<file path="src/rtl/data_mem_ctrl.sv">
`timescale 1ns/1ps
// data_mem_ctrl: two-port (A priority, B starvation-protected) sequencer for the 256x32 data RAM.
// Word stores write directly, sub-word stores read-modify-write, loads are lane-selected and extended.
module data_mem_ctrl #(
    parameter int DEPTH    = 256,
    parameter int MAX_WAIT = 8
) (
    input  logic        clk,
    input  logic        rst,
    input  logic        req_a,
    input  logic        req_b,
    input  logic        rw_a,
    input  logic        rw_b,
    input  logic [1:0]  size_a,
    input  logic [1:0]  size_b,
    input  logic        sgn_a,
    input  logic        sgn_b,
    input  logic [31:0] addr_a,
    input  logic [31:0] addr_b,
    input  logic [31:0] wdata_a,
    input  logic [31:0] wdata_b,
    output logic        ack_a,
    output logic        ack_b,
    output logic        err_a,
    output logic        err_b,
    output logic [31:0] rdata_a,
    output logic [31:0] rdata_b,
    output logic        ram_enable,
    output logic        ram_read_write,
    output logic [31:0] ram_address,
    output logic [31:0] ram_data_in,
    input  logic [31:0] ram_data_out
);

    localparam int IDX_W = $clog2(DEPTH);
    localparam int AW    = IDX_W + 2;
    localparam int CNT_W = $clog2(MAX_WAIT + 1);

    localparam logic [CNT_W-1:0] WAIT_LIMIT = CNT_W'(MAX_WAIT);
    localparam logic [31:0]      ADDR_LIMIT = 32'(4 * DEPTH);

    localparam logic [1:0] SZ_BYTE = 2'b00;
    localparam logic [1:0] SZ_HALF = 2'b01;
    localparam logic [1:0] SZ_WORD = 2'b10;
    localparam logic [1:0] SZ_BAD  = 2'b11;

    typedef enum logic [2:0] {
        IDLE,
        RD,
        RD_CAP,
        WRITE,
        RESP
    } state_t;

    // Accepted command; the store data lives in word_q so it can be merged in place.
    typedef struct packed {
        logic          rw;
        logic [1:0]    size;
        logic          sgn;
        logic [AW-1:0] addr;
    } cmd_t;

    function automatic logic bad_request(input logic [1:0] size, input logic [31:0] addr);
        logic bad;
        bad = (size == SZ_BAD) || (addr >= ADDR_LIMIT);
        if (size == SZ_HALF && addr[0])
            bad = 1'b1;
        if (size == SZ_WORD && addr[1:0] != 2'b00)
            bad = 1'b1;
        return bad;
    endfunction

    function automatic logic [31:0] load_lane(input logic [31:0] word, input cmd_t cmd);
        logic [7:0]  b;
        logic [15:0] h;
        logic [31:0] r;
        b = word[{cmd.addr[1:0], 3'b000} +: 8];
        h = word[{cmd.addr[1], 4'b0000} +: 16];
        case (cmd.size)
            SZ_BYTE: r = {{24{cmd.sgn & b[7]}}, b};
            SZ_HALF: r = {{16{cmd.sgn & h[15]}}, h};
            default: r = word;
        endcase
        return r;
    endfunction

    function automatic logic [31:0] merge_lane(input logic [31:0] word, input logic [15:0] data,
                                               input cmd_t cmd);
        logic [31:0] r;
        r = word;
        if (cmd.size == SZ_BYTE)
            r[{cmd.addr[1:0], 3'b000} +: 8] = data[7:0];
        else
            r[{cmd.addr[1], 4'b0000} +: 16] = data;
        return r;
    endfunction

    state_t           state, state_nxt;
    cmd_t             cmd_q, cmd_sel;
    logic [31:0]      word_q;
    logic [31:0]      sel_addr, sel_wdata;
    logic [CNT_W-1:0] wait_cnt;
    logic             owner_b;
    logic             grant_a, grant_b, accept, sel_bad, resp_b;

    // Arbitration and request selection, evaluated only in IDLE.
    always_comb begin
        grant_a = 1'b0;
        grant_b = 1'b0;
        if (state == IDLE) begin
            if (req_a && !(req_b && wait_cnt >= WAIT_LIMIT))
                grant_a = 1'b1;
            else if (req_b)
                grant_b = 1'b1;
        end
        sel_addr  = grant_b ? addr_b  : addr_a;
        sel_wdata = grant_b ? wdata_b : wdata_a;
        cmd_sel   = '{rw:   grant_b ? rw_b   : rw_a,
                      size: grant_b ? size_b : size_a,
                      sgn:  grant_b ? sgn_b  : sgn_a,
                      addr: sel_addr[AW-1:0]};
    end

    assign accept  = grant_a | grant_b;
    assign sel_bad = bad_request(cmd_sel.size, sel_addr);
    assign resp_b  = (state == IDLE) ? grant_b : owner_b;

    // NOTE: every signal written here gets a default first, so no path can infer a latch.
    always_comb begin
        state_nxt      = state;
        ram_enable     = 1'b0;
        ram_read_write = 1'b0;
        ack_a          = 1'b0;
        ack_b          = 1'b0;
        case (state)
            IDLE: begin
                if (accept) begin
                    if (sel_bad)
                        state_nxt = RESP;
                    else if (cmd_sel.rw && cmd_sel.size == SZ_WORD)
                        state_nxt = WRITE;
                    else
                        state_nxt = RD;
                end
            end
            RD: begin
                ram_enable = 1'b1;
                state_nxt  = RD_CAP;
            end
            RD_CAP: state_nxt = cmd_q.rw ? WRITE : RESP;
            WRITE: begin
                ram_enable     = 1'b1;
                ram_read_write = 1'b1;
                state_nxt      = RESP;
            end
            RESP: begin
                ack_a     = !owner_b;
                ack_b     = owner_b;
                state_nxt = IDLE;
            end
            default: state_nxt = IDLE;
        endcase
    end

    // Gated so that the RAM bus reads as zero whenever it is idle, including in reset.
    assign ram_address = ram_enable ? 32'(cmd_q.addr[AW-1:2]) : '0;
    assign ram_data_in = ram_read_write ? word_q : '0;

    // NOTE: sequential state uses non-blocking assignments so every flop samples pre-edge values.
    always_ff @(posedge clk or posedge rst) begin
        if (rst) begin
            state    <= IDLE;
            wait_cnt <= '0;
            owner_b  <= 1'b0;
            err_a    <= 1'b0;
            err_b    <= 1'b0;
            rdata_a  <= '0;
            rdata_b  <= '0;
        end else begin
            state <= state_nxt;

            // B's own transaction in flight does not count as waiting.
            if (grant_b)
                wait_cnt <= '0;
            else if (req_b && !(owner_b && state != IDLE) && wait_cnt != WAIT_LIMIT)
                wait_cnt <= wait_cnt + 1'b1;

            if (accept)
                owner_b <= grant_b;

            if (state_nxt == RESP) begin
                if (resp_b) begin
                    err_b <= (state == IDLE);
                    if (state == RD_CAP && !cmd_q.rw)
                        rdata_b <= load_lane(ram_data_out, cmd_q);
                end else begin
                    err_a <= (state == IDLE);
                    if (state == RD_CAP && !cmd_q.rw)
                        rdata_a <= load_lane(ram_data_out, cmd_q);
                end
            end
        end
    end

    // NOTE: datapath registers carry no reset; every consumer is qualified by the FSM state.
    always_ff @(posedge clk) begin
        if (accept) begin
            cmd_q  <= cmd_sel;
            word_q <= sel_wdata;
        end else if (state == RD_CAP) begin
            word_q <= merge_lane(ram_data_out, word_q[15:0], cmd_q);
        end
    end

endmodule
</file>
<file path="config.mk">
export PLATFORM = sky130hd
export DESIGN_NAME = data_mem_ctrl
export DESIGN_NICKNAME = d
export VERILOG_FILES = /design/src/rtl/data_mem_ctrl.sv
export SDC_FILE = /design/constraint.sdc
export NUM_CORES = 1
export LEC_CHECK = 0
export ABC_AREA = 1
export CAP_MARGIN = 25
export CORE_AREA = 5 5 130 132
export CTS_BUF_LIST = sky130_fd_sc_hd__clkbuf_8
export CTS_CLUSTER_SIZE = 28
export DETAILED_ROUTE_END_ITERATION = 6
export DIE_AREA = 0 0 135 137
export HOLD_SLACK_MARGIN = 0.15
export PLACE_DENSITY = 0.95
export RECOVER_POWER = 50
export SLEW_MARGIN = 15
export SYNTH_ARGS = -nofsm -noshare
export SYNTH_HDL_FRONTEND = slang
export SYNTH_SLANG_ARGS = --single-unit
</file>
<file path="constraint.sdc">
create_clock -name clk -period 4.16 [get_ports clk]
set_clock_uncertainty 0.05 [all_clocks]
set_input_delay 0.832 -clock clk [delete_from_list [all_inputs] [get_ports clk]]
set_output_delay 0.832 -clock clk [all_outputs]
set_load 0.05 [all_outputs]
</file>
==> metrics.md <==
| Metric | Value |
|---|---|
| Ys async rst share | 0.617 |
| Vias per inst | 5.72 |
| Yosys top cell by area | dfrtp_1 |
| Syn Area/Cell | 7.53 um^2 |
| Commonest non-fill, non-tap cell in the layout | clkdlybuf4s50_1 |
| Syn Inst Count | 999 |
| Crit path top cell by count | nor2_1 |
| Violated checks | DRC, capacitance limit, slew limit |
| Yosys warns | 0 |
| Post-synthesis adder-cell area fraction | 0.0116 |
| Crit path required time | 3.28 ns |
| Die ar. | 18500 um^2 |
| Register area share after synthesis | 0.430 |
| Die Ht | 137 um |
| Worst Setup End Kind | output port |
| Final instance area | 10700 um^2 |
| Post-Synth XOR/XNOR Area | 0 |
| Util after Layout | 0.688 |
| Grt total ovfl | 0 |
| Top cell type's share of synthesized area | 0.246 |
| Prevailing post-synth register cell | dfrtp_1 |
| WHS Path Cells | 2 |
| Commonest cells after routing, fill and taps aside | clkdlybuf4s50_1 (245), nand2_1 (217), nor2_1 (113), inv_1 (95), o21ai_0 (94) |
| Pin slew with the least headroom to its limit | 1.77 ns |
| Power Density | 333 nW/um^2 |
| DP Wirelength | 22100 um |
| Worst hold slack | 0.415 ns |
| Yosys reg bits | 120 |
| Row cnt | 46 |
| # Post-CTS Setup Buffers | 0 |
| Core Area | 15600 um^2 |
| Hold Startpoint | rdata_b[22] |
| Initial antenna violation count | 1 |
| First-pass GRT wire length | 42000 um |
| RSZ-0062 raised after global routing | no |
| Max Clk Rate | 264 MHz |
| Cell variety after synth | 34 |
| Starting Density | 0.482 |
| CP top delay family | buffers and inverters |
| CP Cell Sequence | nor2_1 > inv_2 > nor2_1 > inv_1 > buf_16 > nor2_1 > clkdlybuf4s50_1 |
| Synth area leaders | dfrtp_1 (25%), edfxtp_1 (18%), nand2_1 (11%) |
| Layout cells sized above 1 | 0.0508 |
| Post-DRT Antenna Nets | 0 |
| Slew Viols, Final | 75 |
| Setup-failing EPs final | 0 |
| CP max FO | 28 |
| Area Growth Syn to Fin | 42.7% |
| Worst-path cell with the longest stage delay | clkdlybuf4s50_1 |
| Crit path largest cell delay | 0.82 ns |
| Pre-antenna DRT Iters | 7 |
| Clock Latency Late Sink | 0.47 ns |
| Crit path launch type | flop |
| CTS tree | done |
| Worst slew margin | -0.178 |
| GPL Wtd Cong | 1.00 |
| Via count | 8450 |
| Clock tree buffer depth | 2 |
| WL final | 28500 um |
| Largest net degree at the start of global routing | 75 |
| CTS Buf Count | 17 |
| Avg WL per Cell | 19.3 um |
| CP Data Arrival Time | 2.91 ns |
| Fillers | 1234 |
| Worst Path Buf+Inv | 4 |
| Largest family of logic cells by synthesized area | simple AND/OR/NAND/NOR gates |
| Status | finished with violations |
| Final period utilization | 0.911 |
| CTS Hold Buffers Added | 0 |
| Mux share of post-synthesis cell area | 0 |
| Port Buffers | 281 |
| Worst r2r dst | word_q[11] |
| Reg2Reg Setup Slack | 0.80 ns |
| Cell Area, Synth | 7520 um^2 |
| CTS HTree Levels | 4 |
| Final net count | 1428 |
| Static leakage | 4.93 nW |
| Number of global-route vias before repair | 7741 |
| Hold Path Class | flop to flop |
| Minimum clock period | 3.79 ns |
| Dpl cell area | 10300 um^2 |
| Post-cts sizing count | 0 |
| Root Buffer Master | clkbuf_8 |
| Crit Path Class | flop to output port |
| Compound-cell area share of the yosys netlist | 0.176 |
| Clock transition at the registers of the reported paths | 0.08 ns |
| Endpoints failing hold | 0 |
| Post-synth EDFFs | 46 |
| Simple-gate share of the synthesized area | 0.265 |
| Die Width | 135 um |
| R2R depth | 9 |
| Max-cap violation count | 1 |
| I/O pins | 306 |
| Crit Reg-Reg Startpoint | state[2] |
| Worst vdd ir | 186 uV |
| Worst Hold End | rdata_b[22] |
| # clock sinks | 120 |
| # DRC | 1 |
| Total Routing Usage GR | 0.297 |
| Post-route setup TNS | 0 ns |
| 1st-iter DRT viols | 1099 |
==> power by group <==
part | internal (mW) | switching [mW] | total, mW
clock | 0.552 | 0.519 | 1.07
sequential | 1.36 | 0.0657 | 1.43
combinational | 0.367 | 0.705 | 1.07
==> Yosys cell counts, drive strengths merged (3+ instances only) <==
cell    instances
a21oi          34
a22oi           4
buf            48
clkbuf         42
clkinv          3
dfrtp          74
edfxtp         46
ha              7
inv           104
nand2         220
nand3          38
nand4          69
nor2          117
nor4            8
o211ai         24
o21ai         117
o221ai         23
o22ai           8
o32ai           8
==> layer usage <==
| metal | track usage | share of wire | wire, um |
|---|---|---|---|
| met1 | 0.359 | 0.36 | 10100 |
| met3 | 0.0669 | 0.10 | 2940 |
| met5 | 0 | 0 | 0 |
| met2 | 0.516 | 0.51 | 14400 |
| met4 | 0.117 | 0.036 | 1030 |
==> worst reg2reg max path, cell delays in order, from the launching register on <==
cell      delay, ns
dfrtp_1        0.41
inv_2          0.06
nand2_1        0.07
nor2_2         0.34
o21ai_2        0.12
clkbuf_1       0.55
inv_2          0.19
clkbuf_2       0.85
o21ai_0        0.33
o21ai_1        0.22
==> logic make-up after synthesis <==
family / count (synthesis)
AOI/OAI and AO/OA: 221
adders and majority gates: 7
and+or+nand+nor: 453
DFF: 120
buffers and inverters: 197
other: 1
==> how the worst max path moves through the flow <==
stage / endpoint / cells past startpoint / slack [ns] / startpoint
6_report: ram_data_in[1] / 7 / 0.37 / state[2]
3_5_place_dp: rdata_b[19] / 13 / 0.46 / req_b
2_1_floorplan: ram_data_in[10] / 6 / 0.1 / state[2]
5_1_grt: word_q[11] / 7 / 0.17 / req_b
3_3_place_gp: rdata_b[6] / 13 / 0.62 / req_b
4_1_cts: ram_data_in[1] / 6 / 0.11 / state[2]
==> cell type report <==
type	instances	area, um^2	share of cell area
Clock buffer	18	248	0.0231
Timing Repair Buffer	298	2950	0.275
Multi-Input combinational cell	705	3480	0.324
Inverter	107	402	0.0374
Sequential cell	120	3230	0.301
Clock inverter	13	145	0.0135
Tap cell	216	270	0.0252
Antenna cell	1	2.50	0.000233
==> flip-flops by register name, indices dropped and copies added (netlist names) <==
signal and flops:
rdata_a 32, rdata_b 32, word_q 32, cmd_q 14, wait_cnt 4, state 3
err_a 1, err_b 1, owner_b 1
==> metrics by stage <==
| stage | total power [mW] | worst slack (ns) | cells |
|---|---|---|---|
| 6_report | 3.57 | 0.370 | 1478 |
| 5_1_grt | 3.72 | 0.172 | 1478 |
| 3_3_place_gp | 2.47 | 0.620 | 1445 |
| 3_5_place_dp | 2.50 | 0.460 | 1445 |
| 2_1_floorplan | 2.10 | 0.0966 | 1022 |
| 4_1_cts | 3.56 | 0.110 | 1476 |
(Power assumes the default switching activity.)
